$ cat src/rtl/adder_arb_pkg.sv
// Shared types and default sizing for the round-robin shared-adder block.
package adder_arb_pkg;

  localparam int DEFAULT_WIDTH = 8;
  localparam int DEFAULT_NREQ  = 4;

  // Result register occupancy: EMPTY means rsp_valid low, FULL means a sum is held.
  typedef enum logic {
    EMPTY = 1'b0,
    FULL  = 1'b1
  } state_t;

endpackage

$ cat src/rtl/adder_arbiter_adder.sv
// Plain WIDTH-bit adder with carry-out; the one adder shared by all requesters.
module adder_arbiter_adder
  import adder_arb_pkg::*;
#(
  parameter int WIDTH = DEFAULT_WIDTH
) (
  input  logic [WIDTH-1:0] a,
  input  logic [WIDTH-1:0] b,
  output logic [WIDTH-1:0] y,
  output logic             carry
);

  // Zero-extend both operands so the top bit of the sum is the carry-out.
  assign {carry, y} = {1'b0, a} + {1'b0, b};

endmodule

$ cat src/rtl/adder_arbiter.sv
// Round-robin arbiter in front of one shared adder with a single result register.
module adder_arbiter
  import adder_arb_pkg::*;
#(
  parameter  int WIDTH = DEFAULT_WIDTH,
  parameter  int NREQ  = DEFAULT_NREQ,
  localparam int IDW   = $clog2(NREQ)
) (
  input  logic                       clk,
  input  logic                       reset,
  input  logic [NREQ-1:0]            req_valid,
  input  logic [NREQ-1:0][WIDTH-1:0] req_a,
  input  logic [NREQ-1:0][WIDTH-1:0] req_b,
  output logic [NREQ-1:0]            req_ready,
  output logic                       rsp_valid,
  input  logic                       rsp_ready,
  output logic [WIDTH-1:0]           rsp_y,
  output logic                       rsp_carry,
  output logic [IDW-1:0]             rsp_id
);

  localparam int IDW1 = IDW + 1;

  state_t               state_reg, state_next;
  logic [IDW-1:0]       ptr_reg, ptr_next;
  logic [WIDTH-1:0]     y_reg;
  logic                 carry_reg;
  logic [IDW-1:0]       id_reg;

  logic [NREQ-1:0][IDW-1:0] cand_idx;
  logic [NREQ-1:0]          cand_valid;
  logic                     grant_found;
  logic [IDW-1:0]           grant_idx;
  logic                     can_accept;
  logic                     transfer;
  logic [WIDTH-1:0]         sum_y;
  logic                     sum_carry;

  // Candidate gi is the requester gi places after the pointer, wrapped modulo NREQ.
  genvar gi;
  generate
    for (gi = 0; gi < NREQ; gi++) begin : g_cand
      logic [IDW1-1:0] raw;
      assign raw            = {1'b0, ptr_reg} + IDW1'(gi);
      assign cand_idx[gi]   = (raw >= IDW1'(NREQ)) ? IDW'(raw - IDW1'(NREQ)) : raw[IDW-1:0];
      assign cand_valid[gi] = req_valid[cand_idx[gi]];
    end
  endgenerate

  // Pick the first valid candidate; scanning downward lets the lowest offset win.
  always_comb begin
    grant_found = 1'b0;
    grant_idx   = '0;
    for (int k = NREQ - 1; k >= 0; k--) begin
      if (cand_valid[k]) begin
        grant_found = 1'b1;
        grant_idx   = cand_idx[k];
      end
    end
  end

  // A new operand pair fits when the result slot is empty or is draining this cycle.
  assign can_accept = (state_reg == EMPTY) || rsp_ready;
  assign transfer   = reset && can_accept && grant_found;
  assign ptr_next   = (grant_idx == IDW'(NREQ - 1)) ? '0 : grant_idx + 1'b1;

  // One-hot accept strobe, forced low while reset is held.
  generate
    for (gi = 0; gi < NREQ; gi++) begin : g_ready
      assign req_ready[gi] = transfer && (grant_idx == IDW'(gi));
    end
  endgenerate

  adder_arbiter_adder #(
    .WIDTH (WIDTH)
  ) u_adder (
    .a     (req_a[grant_idx]),
    .b     (req_b[grant_idx]),
    .y     (sum_y),
    .carry (sum_carry)
  );

  // Occupancy state register.
  always_ff @(posedge clk or negedge reset) begin
    if (!reset) state_reg <= EMPTY;
    else        state_reg <= state_next;
  end

  // Next occupancy: fill on transfer, drain on rsp_ready unless refilled in the same edge.
  always_comb begin
    state_next = state_reg;
    rsp_valid  = (state_reg == FULL);
    case (state_reg)
      EMPTY:   if (transfer) state_next = FULL;
      FULL:    if (rsp_ready && !transfer) state_next = EMPTY;
      default: state_next = EMPTY;
    endcase
  end

  // Result and pointer capture; everything holds unless a transfer completes.
  always_ff @(posedge clk or negedge reset) begin
    if (!reset) begin
      y_reg     <= '0;
      carry_reg <= 1'b0;
      id_reg    <= '0;
      ptr_reg   <= '0;
    end else if (transfer) begin
      y_reg     <= sum_y;
      carry_reg <= sum_carry;
      id_reg    <= grant_idx;
      ptr_reg   <= ptr_next;
    end
  end

  assign rsp_y     = y_reg;
  assign rsp_carry = carry_reg;
  assign rsp_id    = id_reg;

endmodule

$ cat config.mk
export PLATFORM = sky130hd
export DESIGN_NAME = adder_arbiter
export DESIGN_NICKNAME = d
export VERILOG_FILES = /design/src/rtl/adder_arb_pkg.sv /design/src/rtl/adder_arbiter_adder.sv /design/src/rtl/adder_arbiter.sv
export SDC_FILE = /design/constraint.sdc
export NUM_CORES = 1
export LEC_CHECK = 0
export BUFFER_PORTS_ARGS = -buffer_cell sky130_fd_sc_hd__buf_4
export CELL_PAD_IN_SITES_DETAIL_PLACEMENT = 0
export CELL_PAD_IN_SITES_GLOBAL_PLACEMENT = 1
export CORE_MARGIN = 2
export CORE_UTILIZATION = 34
export DETAILED_ROUTE_END_ITERATION = 12
export HOLD_SLACK_MARGIN = 0.1
export PLACE_DENSITY = 0.84
export SLEW_MARGIN = 20
export SYNTH_ARGS = -nofsm -noshare
export SYNTH_HDL_FRONTEND = slang
export SYNTH_HIERARCHICAL = 1
export SYNTH_SLANG_ARGS = --single-unit
export TNS_END_PERCENT = 30
$ cat constraint.sdc
create_clock -name clk -period 4.5 [get_ports clk]
set_input_delay 0.9 -clock clk [delete_from_list [all_inputs] [get_ports clk]]
set_output_delay 0.9 -clock clk [all_outputs]
set_load 0.005 [all_outputs]
== Yosys cells after proc, flatten, opt, wreduce, memory -nomap -nowiden ==
Cells that the tools add are included.

* Bits in registers: 14
* Output and inout port bits: 16
* Word-level logic and storage cells: 65
* Input bits: 71

* Equal/unequal tests: 3
* Mux-type cells: 28
* $add $sub $neg: 9
* $lt $le $gt $ge: 9
* Bitwise operators: 1
* Reductions and logical operators: 10

{| class="wikitable"
|+ Operators with widths
! operator !! number
|-
| 8-bit binary-select mux with 2-bit select || 2
|-
| 2-bit 2-to-1 mux || 9
|-
| 8-bit 2-to-1 mux || 2
|-
| 2-bit by 3-bit less-than comparator with 1-bit output (second input constant) || 5
|-
| 1-bit 2-to-1 mux || 10
|-
| 8-bit by 8-bit adder with 9-bit output || 1
|-
| 3-bit greater-or-equal comparator (second input constant) || 3
|-
| 1-bit binary-select mux with 2-bit select || 4
|-
| 2-bit by 1-bit subtractor with 2-bit output (second input constant) || 4
|-
| 1-bit logical AND || 7
|-
| 2-bit by 2-bit adder with 3-bit output (second input constant) || 2
|-
| 2-bit equality test (second input constant) || 2
|-
| 2-bit by 1-bit adder with 3-bit output (second input constant) || 1
|-
| 2-bit by 3-bit greater-or-equal comparator with 1-bit output (second input constant) || 1
|-
| 2-bit by 1-bit adder with 2-bit output (second input constant) || 1
|-
| 2-bit by 1-bit equality test with 1-bit output (second input constant) || 1
|-
| 2-bit zero test || 1
|-
| 1-bit one-hot mux with 2 select lines || 1
|-
| 1-bit zero test || 1
|-
| 1-bit logical OR || 1
|-
| 1-bit NOT || 1
|}

== Logic depth before layout (Yosys ltp) ==
Gate-level depths: netlist of the first run.

* Word-level depth: 14
* Gate-level depth with buffers: 14
* Mapped depth without buffers: 12

== Modules after synthesis ==
Netlist of the first run, hierarchy kept.

{| class="wikitable"
|+ Modules (own cells, without submodules)
! module !! cells each !! area each (µm²) !! sequential area each (µm²) !! instances
|-
| adder_arbiter || 106 || 1188.6 || 350.3 || 1
|-
| adder_arbiter_adder || 42 || 324.1 || 0.0 || 1
|}

== Worst setup path after synthesis of the first run ==
No wires, ideal clock.

* Path type: in2reg
* Start point: in req_valid[0]
* End point: reg carry_reg (netlist: rsp_carry)
* Data required time: 4.375 ns
* Stages: 14
* Path buffers: 2
* Setup time: 0.125 ns
* Slack: 1.180 ns
* Data arrival time: 3.195 ns
* Cell sequence: a21o_1 > a21oi_1 > o22a_2 > buf_12 > buf_12 > mux2i_1 > mux2i_1 > ha_1 > fa_1 > a21oi_1 > nor2_1 > nor2_1 > o21ai_0 > mux2_2

* Longest elaborated chain between the ends: 9
* Elaborated cells on any way between the ends: 22
* Those cells by class: 1 x add/sub; 20 x mux; 1 x reduce/logical

{| class="wikitable"
|+ Ends and longest elaborated chain
! element !! RTL line !! text
|-
| start: declaration || adder_arbiter.sv:11 || <nowiki>input logic [NREQ-1:0] req_valid,</nowiki>
|-
| 1-bit binary-select mux with 2-bit select || adder_arbiter.sv:46 || <nowiki>assign cand_valid[gi] = req_valid[cand_idx[gi]];</nowiki>
|-
| 1-bit 2-to-1 mux (implied by the code) || adder_arbiter.sv:46 ||
|-
| 2-bit 2-to-1 mux (3 in a row) || adder_arbiter.sv:55 || <nowiki>if (cand_valid[k]) begin</nowiki>
|-
| 2-bit 2-to-1 mux (*) || adder_arbiter.sv:55 ||
|-
| 8-bit binary-select mux with 2-bit select (on tied branches) || adder_arbiter.sv:77, adder_arbiter.sv:78 ||
|-
| 8-bit 2-to-1 mux (on tied branches) || adder_arbiter.sv:77, adder_arbiter.sv:78 ||
|-
| 8-bit by 8-bit adder with 9-bit output (*) || adder_arbiter_adder.sv:14 || <nowiki>assign {carry, y} = {1'b0, a} + {1'b0, b};</nowiki>
|-
| via sum_carry || adder_arbiter.sv:37 || <nowiki>logic sum_carry;</nowiki>
|-
| end signal: assignment || adder_arbiter.sv:109 || <nowiki>carry_reg <= sum_carry;</nowiki>
|-
| end: declaration || adder_arbiter.sv:27 || <nowiki>logic carry_reg;</nowiki>
|}

Mark *: on every way through the listed nets, which the timed path passes. The rest lies on a longest branch. The select of a mux whose other input is x is not followed.
A chain may end at the register's enable or synchronous reset.

== Final worst setup path of the first run ==
Same ends and word-level chain as after synthesis.

==> results of run 1 <==
==> power breakdown <==
group          internal (mW)  leakage, nW  switching [mW]  total [mW]
clock network         0.0774       0.0288          0.0428       0.120
registers              0.186        0.165          0.0355       0.222
logic                  0.450        0.984           0.389       0.839
total                  0.713         1.18           0.467        1.18
==> metal layers <==
layer,vias to the layer above,part of all wire,global-route usage
li1,723,-,-
met1,666,0.46,0.192
met2,40,0.47,0.252
met3,2,0.068,0.0285
met4,0,0.0045,0.0314
met5,-,0,0
==> worst min path at each step <==
stage	slack, ns	start	depth (start not counted)	to
6_report	0.48	rsp_id[0]$_DFFE_PN0P_	1	rsp_id[0]$_DFFE_PN0P_
5_1_grt	0.51	reset	1	rsp_valid$_DFF_PN0_
4_1_cts	0.48	rsp_id[0]$_DFFE_PN0P_	1	rsp_id[0]$_DFFE_PN0P_
3_5_place_dp	0.47	rsp_id[0]$_DFFE_PN0P_	1	rsp_id[0]$_DFFE_PN0P_
3_3_place_gp	0.46	rsp_id[0]$_DFFE_PN0P_	1	rsp_id[0]$_DFFE_PN0P_
2_1_floorplan	0.47	rsp_id[0]$_DFFE_PN0P_	1	rsp_id[0]$_DFFE_PN0P_
==> cell usage in the layout (no fill, tap or decap), types with 2 or more instances in the layout <==
master,instances
a21o_1,4
a21oi_1,9
a311o_1,2
buf_4,88
clkbuf_8,4
dfrtp_1,14
ha_1,8
inv_1,5
mux2_2,10
mux2i_1,49
nand2_1,5
nand2b_1,2
nand3_1,3
nor2_1,4
nor2b_1,2
nor3_1,3
xnor2_1,2
xor2_1,3
==> worst max-delay path, delay by kind of cell <==
kind | cells | cell delay (ns)
compound gates | 5 | 0.79
fa+ha+maj | 2 | 0.66
buf+inv | 2 | 0.36
mux | 3 | 0.61
simple gates | 2 | 0.24
==> cells by family after synthesis <==
logic type,synth area share
fa+ha+maj,0.0794
buf+inv,0.0695
simple gates,0.0893
flops,0.232
xor+xnor,0.0290
compound gates,0.103
mux,0.399
==> cell type report <==
| cell class | count | area (um^2) |
|---|---|---|
| clock buffers | 4 | 55.1 |
| fillers | 431 | 2090 |
| inverters | 6 | 22.5 |
| multi-input cells | 121 | 1060 |
| flip-flops and latches | 14 | 350 |
| well taps | 52 | 65.1 |
| repair buffers | 89 | 681 |
==> results.ini, run 1 <==
[timing]
period_share=0.769
finalSetupTns_ns=0
clock.fmax_mhz=289
rsz0062_at_grt=false
setup_ws_ns=1.04
finClkSkew_ns=0.00213
worstMarginPinSlew_ns=0.616
fin_hold_ws_ns=0.476
finalHoldViolCount=0
min_period_ns=3.46
drv_slew=0
max_slew_margin=0.589
setup_viol=0

[setup_path]
r2r_cells=13
r2r_start=ptr_reg[1]$_DFFE_PN0P_
worstSetupEndpointType=flop
endpoint=rsp_carry$_DFFE_PN0P_
cp_cell_sequence=buf_4, a21o_1, a21oi_1, o22a_2, buf_12, mux2i_1, mux2i_1, ha_1, fa_1, a21oi_1, nor2_1, nor2_1, o21ai_0, mux2_2
worstSetupStartpoint=req_valid[0]
critPathMaxStageDelay_ns=0.40
criticalPathCategory=input pin to flop
cp_max_fo=38
arrival_ns=3.59
reg2reg_to=rsp_carry$_DFFE_PN0P_
crit_path_start_kind=input pin
crit_required_ns=4.63
crit_slowest_cell=fa_1
reg2reg_slack_ns=1.39

[clock_tree]
cts_tree=yes
post_cts_buffers=0
path_clk_slew_ns=0.06
clock-root-buffer=clkbuf_8
max-clock-path-buffers=2
cts_resized=0
numCtsBuffers=3
cts_hold_buffers=0
clkSinkCount=14
clk_latency_ns=0.24
htree_levels=1

[grt]
grt_pass1_vias=1392
antenna_found_initial=0
grt_util_all_layers=0.147
grt_pass1_wl_mm=6.11
grt_max_degree=39
overflow=0

[pwr]
p_per_area_nw_per_um2=529
p_leak_nw=1.18
power_mw=1.18
ir_drop_uv=275

[floorplan]
die_h_um=70.7
fp.dieW_um=70.7
dieArea_um2=5000
ioPinCount=87
core_um2=4320
start_util=0.350
placement_rows=24

[synthesis]
synth_edf_count=0
syn_area_per_cell_um2=10.2
synth_flop_cell=dfrtp_1
ys_ff_latch=14
yosysMostFrequentCell=mux2i_1
syn_inst=148
yosysTopAreaCell=mux2i_1
yosys.area.top_type_share=0.324
ys_seq_area_frac=0.232
netlist_top_cells_area=mux2i_1 32%, dfrtp_1 23%, mux2_2 7.4%
async_flop_share=1.00
synthesis.area_um2=1510
synthesis.nets=228
ys_types=35
synth_common_cells=49 x mux2i_1, 14 x dfrtp_1, 10 x mux2_2
synth_warnings=6

[min_path]
hold_path_class=flop to flop

[route]
avgViaCountPerCell=5.00
first_pass_iters=4
drt_iter0_markers=34
postRouteAntennaNets=0
wirelength_mm=3.76
route.vias.total=1431
drc=0
wl_per_cell_um=13.2

[run_status]
run_status=complete, no violations

[layout]
drive_gt1_frac=0.453
postLayoutCoreUtil=0.516
area_delta_synth_final_pct=47.5
antennaDiodeCount=0
fin_cells=286
nets=315
design_area_um2=2230
largest_reg_flops=8

[flow_run]
maxCapViolations=0

[placement]
dp.cells=282
place_congestion=0.785
hpwlAfterDp_mm=3.12
pre_cts_slack_ns=0.769
dpl_cell_area_um2=2180
portBuffers=86

No activity file was read; power rests on OpenSTA's default activity.
==> run 2, diff against run 1 <==
--- a/config.mk
+++ b/config.mk
@@ -5,14 +5,15 @@
 export SDC_FILE = /design/constraint.sdc
 export NUM_CORES = 1
 export LEC_CHECK = 0
+export ABC_AREA = 1
 export BUFFER_PORTS_ARGS = -buffer_cell sky130_fd_sc_hd__buf_4
 export CELL_PAD_IN_SITES_DETAIL_PLACEMENT = 0
 export CELL_PAD_IN_SITES_GLOBAL_PLACEMENT = 1
 export CORE_MARGIN = 2
-export CORE_UTILIZATION = 34
+export CORE_UTILIZATION = 28
 export DETAILED_ROUTE_END_ITERATION = 12
 export HOLD_SLACK_MARGIN = 0.1
-export PLACE_DENSITY = 0.84
+export PLACE_DENSITY = 0.76
 export SLEW_MARGIN = 20
 export SYNTH_ARGS = -nofsm -noshare
 export SYNTH_HDL_FRONTEND = slang
==> constraint.sdc (replaced) <==
create_clock -name clk -period 3.17 [get_ports clk]
set_input_delay 0.634 -clock clk [delete_from_list [all_inputs] [get_ports clk]]
set_output_delay 0.634 -clock clk [all_outputs]
set_load 0.005 [all_outputs]
==> run 2 against run 1 <==
Effect of this change: highest routed layer is now met3; via count grew 63%; die area grew 58%; critical endpoint is now rsp_y[6]$_DFFE_PN0P_; critical path type is now flop to flop; cell count increased by 88%.
==> results.ini, run 2 <==
[run_status]
run_status=complete, no violations

[setup_path]
r2r_start=ptr_reg[0]$_DFFE_PN0P_
crit_top_cell=nand2_1
arrival_ns=3.01  ; -0.58 ns
crit_required_ns=3.30  ; -1.33 ns
cp_cell_sequence=inv_4, nand2_1, nand2_2, nor2_1, nor2_1, nand3_4, nand2_4, nand2_1, nand3_1, nand2_1, ha_1, fa_1, nand2_1, nand2_1, nand3b_4, nand2_1, nand2_1, nand2_1, nand2_1, nand2_1
crit_cells=20  ; +6
worstSetupEndpointType=flop
criticalPathCategory=flop to flop
cp_max_fo=14  ; -63%
cp_num_buf_inv=1  ; -1
r2r_cells=20  ; +7
crit_slowest_cell=dfrtp_2
critPathMaxStageDelay_ns=0.49  ; +0.09 ns
worstSetupStartpoint=ptr_reg[0]$_DFFE_PN0P_
crit_path_start_kind=flop
crit_family=simple AND/OR/NAND/NOR gates

[placement]
place_congestion=0.823  ; +4.7%
hpwlAfterDp_mm=4.97  ; +59%
portBuffers=86  ; unchanged

[synthesis]
yosysMostFrequentCell=nand2_1
ys_types=28  ; -20%
yosysTopAreaCell=nand2_1
synthesis.nets=437  ; +92%
synth_common_cells=120 x nand2_1, 82 x inv_1, 75 x nand3_1
yosys.area.top_type_share=0.223  ; -0.102
netlist_top_cells_area=nand2_1 22%, nand3_1 19%, dfrtp_1 17%
synth_warnings=6  ; unchanged
ys_ff_latch=14  ; unchanged
synthesis.area_um2=2020  ; +34%
async_flop_share=1.00  ; unchanged
ys_seq_area_frac=0.173  ; -0.0584
synth_edf_count=0  ; unchanged
synth_flop_cell=dfrtp_1
syn_area_per_cell_um2=5.67  ; -45%
syn_inst=357  ; +140%

[layout]
multi_input_area_um2=1250  ; +18%
area_delta_synth_final_pct=39.3
fillers=821  ; +90%
final_common_cell=nand2_1
final_cell_mix=120 x nand2_1, 92 x buf_4, 82 x inv_1
seq_area_um2=352  ; +0.36%
nets=522  ; +66%
drive_gt1_frac=0.279  ; -0.174
antennaDiodeCount=0  ; unchanged
largest_reg_flops=8  ; unchanged

[route]
first_pass_iters=4  ; unchanged
wl_per_cell_um=10.9  ; -17%
drc=0  ; unchanged
drt_iter0_markers=78  ; +130%
wirelength_mm=5.88  ; +56%
avgViaCountPerCell=4.36  ; -13%
postRouteAntennaNets=0  ; unchanged
route.vias.total=2339  ; +63%

[floorplan]
placement_rows=30  ; +25%
ioPinCount=87  ; unchanged
core_um2=6910  ; +60%
fp.dieW_um=89.0  ; +26%
die_h_um=89.0  ; +26%
start_util=0.293  ; -0.0569
dieArea_um2=7920  ; +58%

[timing]
max_slew_margin=0.678  ; +0.0894
finClkSkew_ns=0.00460  ; +0.00247 ns
worstMarginPinSlew_ns=0.481  ; -0.135 ns
drv_slew=0  ; unchanged
period_share=0.909
finalHoldViolCount=0  ; unchanged
setup_viol=0  ; unchanged
rsz0062_at_grt=false
finalSetupTns_ns=0  ; unchanged
min_period_ns=2.88
clock.fmax_mhz=347

[clock_tree]
clk_latency_ns=0.24  ; about the same
max-clock-path-buffers=2  ; unchanged
cts_tree=yes
clock-root-buffer=clkbuf_8
cts_hold_buffers=0  ; unchanged
numCtsBuffers=3  ; unchanged
htree_levels=1  ; unchanged
path_clk_slew_ns=0.06  ; about the same
clkSinkCount=14  ; unchanged

[grt]
grt_pass1_wl_mm=9.76  ; +60%
antenna_found_initial=0  ; unchanged
grt_max_degree=28  ; -28%
grt_pass1_vias=2272  ; +63%
grt_util_all_layers=0.152  ; +0.00484
overflow=0  ; unchanged

[min_path]
hold_path_class=input pin to asynchronous set/reset pin

[flow_run]
maxCapViolations=0  ; unchanged

[run 2: cell count changes after synthesis, sizes merged, moves of 5 or more]
cell,previous run,this run
nand2,5,131
inv,6,85
nand3,4,80
mux2i,49,0
mux2,10,0
buf,7,14
a21oi,9,4
[run 2: through the flow]
step	setup WS [ns]	instances	utilization	area (um^2)	hold WS, ns
after floorplan	0.420	357	-	2020	0.338
after detailed placement	0.0969	532	0.398	2750	0.467
after global routing	0.00519	537	0.408	2820	0.237
after CTS	0.147	536	0.406	2810	0.231
final	0.290	537	0.408	2820	0.230
after global placement	0.131	532	0.398	2750	0.467
[run 2: kinds of logic after synthesis]
group,count (synthesis),synth area share
flops,14,0.173
compound gates,9,0.0291
fa+ha+maj,9,0.0594
xor+xnor,3,0.0130
buf+inv,99,0.210
simple gates,223,0.515
[run 2: worst paths after layout]
check,slack (ns),end
worst max-delay path,0.29,rsp_y[6]$_DFFE_PN0P_
worst min-delay path,0.23,rsp_valid$_DFF_PN0_
worst max register to register,0.29,rsp_y[6]$_DFFE_PN0P_
worst min register to register,0.48,rsp_y[3]$_DFFE_PN0P_
max in group asynchronous,2.75,ptr_reg[0]$_DFFE_PN0P_
min in group clk,0.48,rsp_y[3]$_DFFE_PN0P_
[run 2: repair_timing]
item | 4_1_cts | 5_1_grt
buffers inserted | 0 | 1
setup endpoints to repair | 0 | 6
resized for setup | 0 | 2
[run 2: final cells by class]
type	count	area share
sequential	14	0.125
clock buffer	4	0.0195
tap	96	0.0426
inverter	85	0.114
multi-input combinational	244	0.443
timing repair buffer	94	0.256
[run 2: metal layers]
metal / vias to the layer above / wire length (um) / global-route usage
li1: 1246 / - / -
met1: 1020 / 2750 / 0.198
met2: 73 / 2770 / 0.272
met3: 0 / 351 / 0.0203
met4: 0 / 0 / 0.0231
met5: - / 0 / 0
Power of run 2 is not shown: default switching activity piles up to over one toggle a cycle in this logic, so the estimate is an artifact.
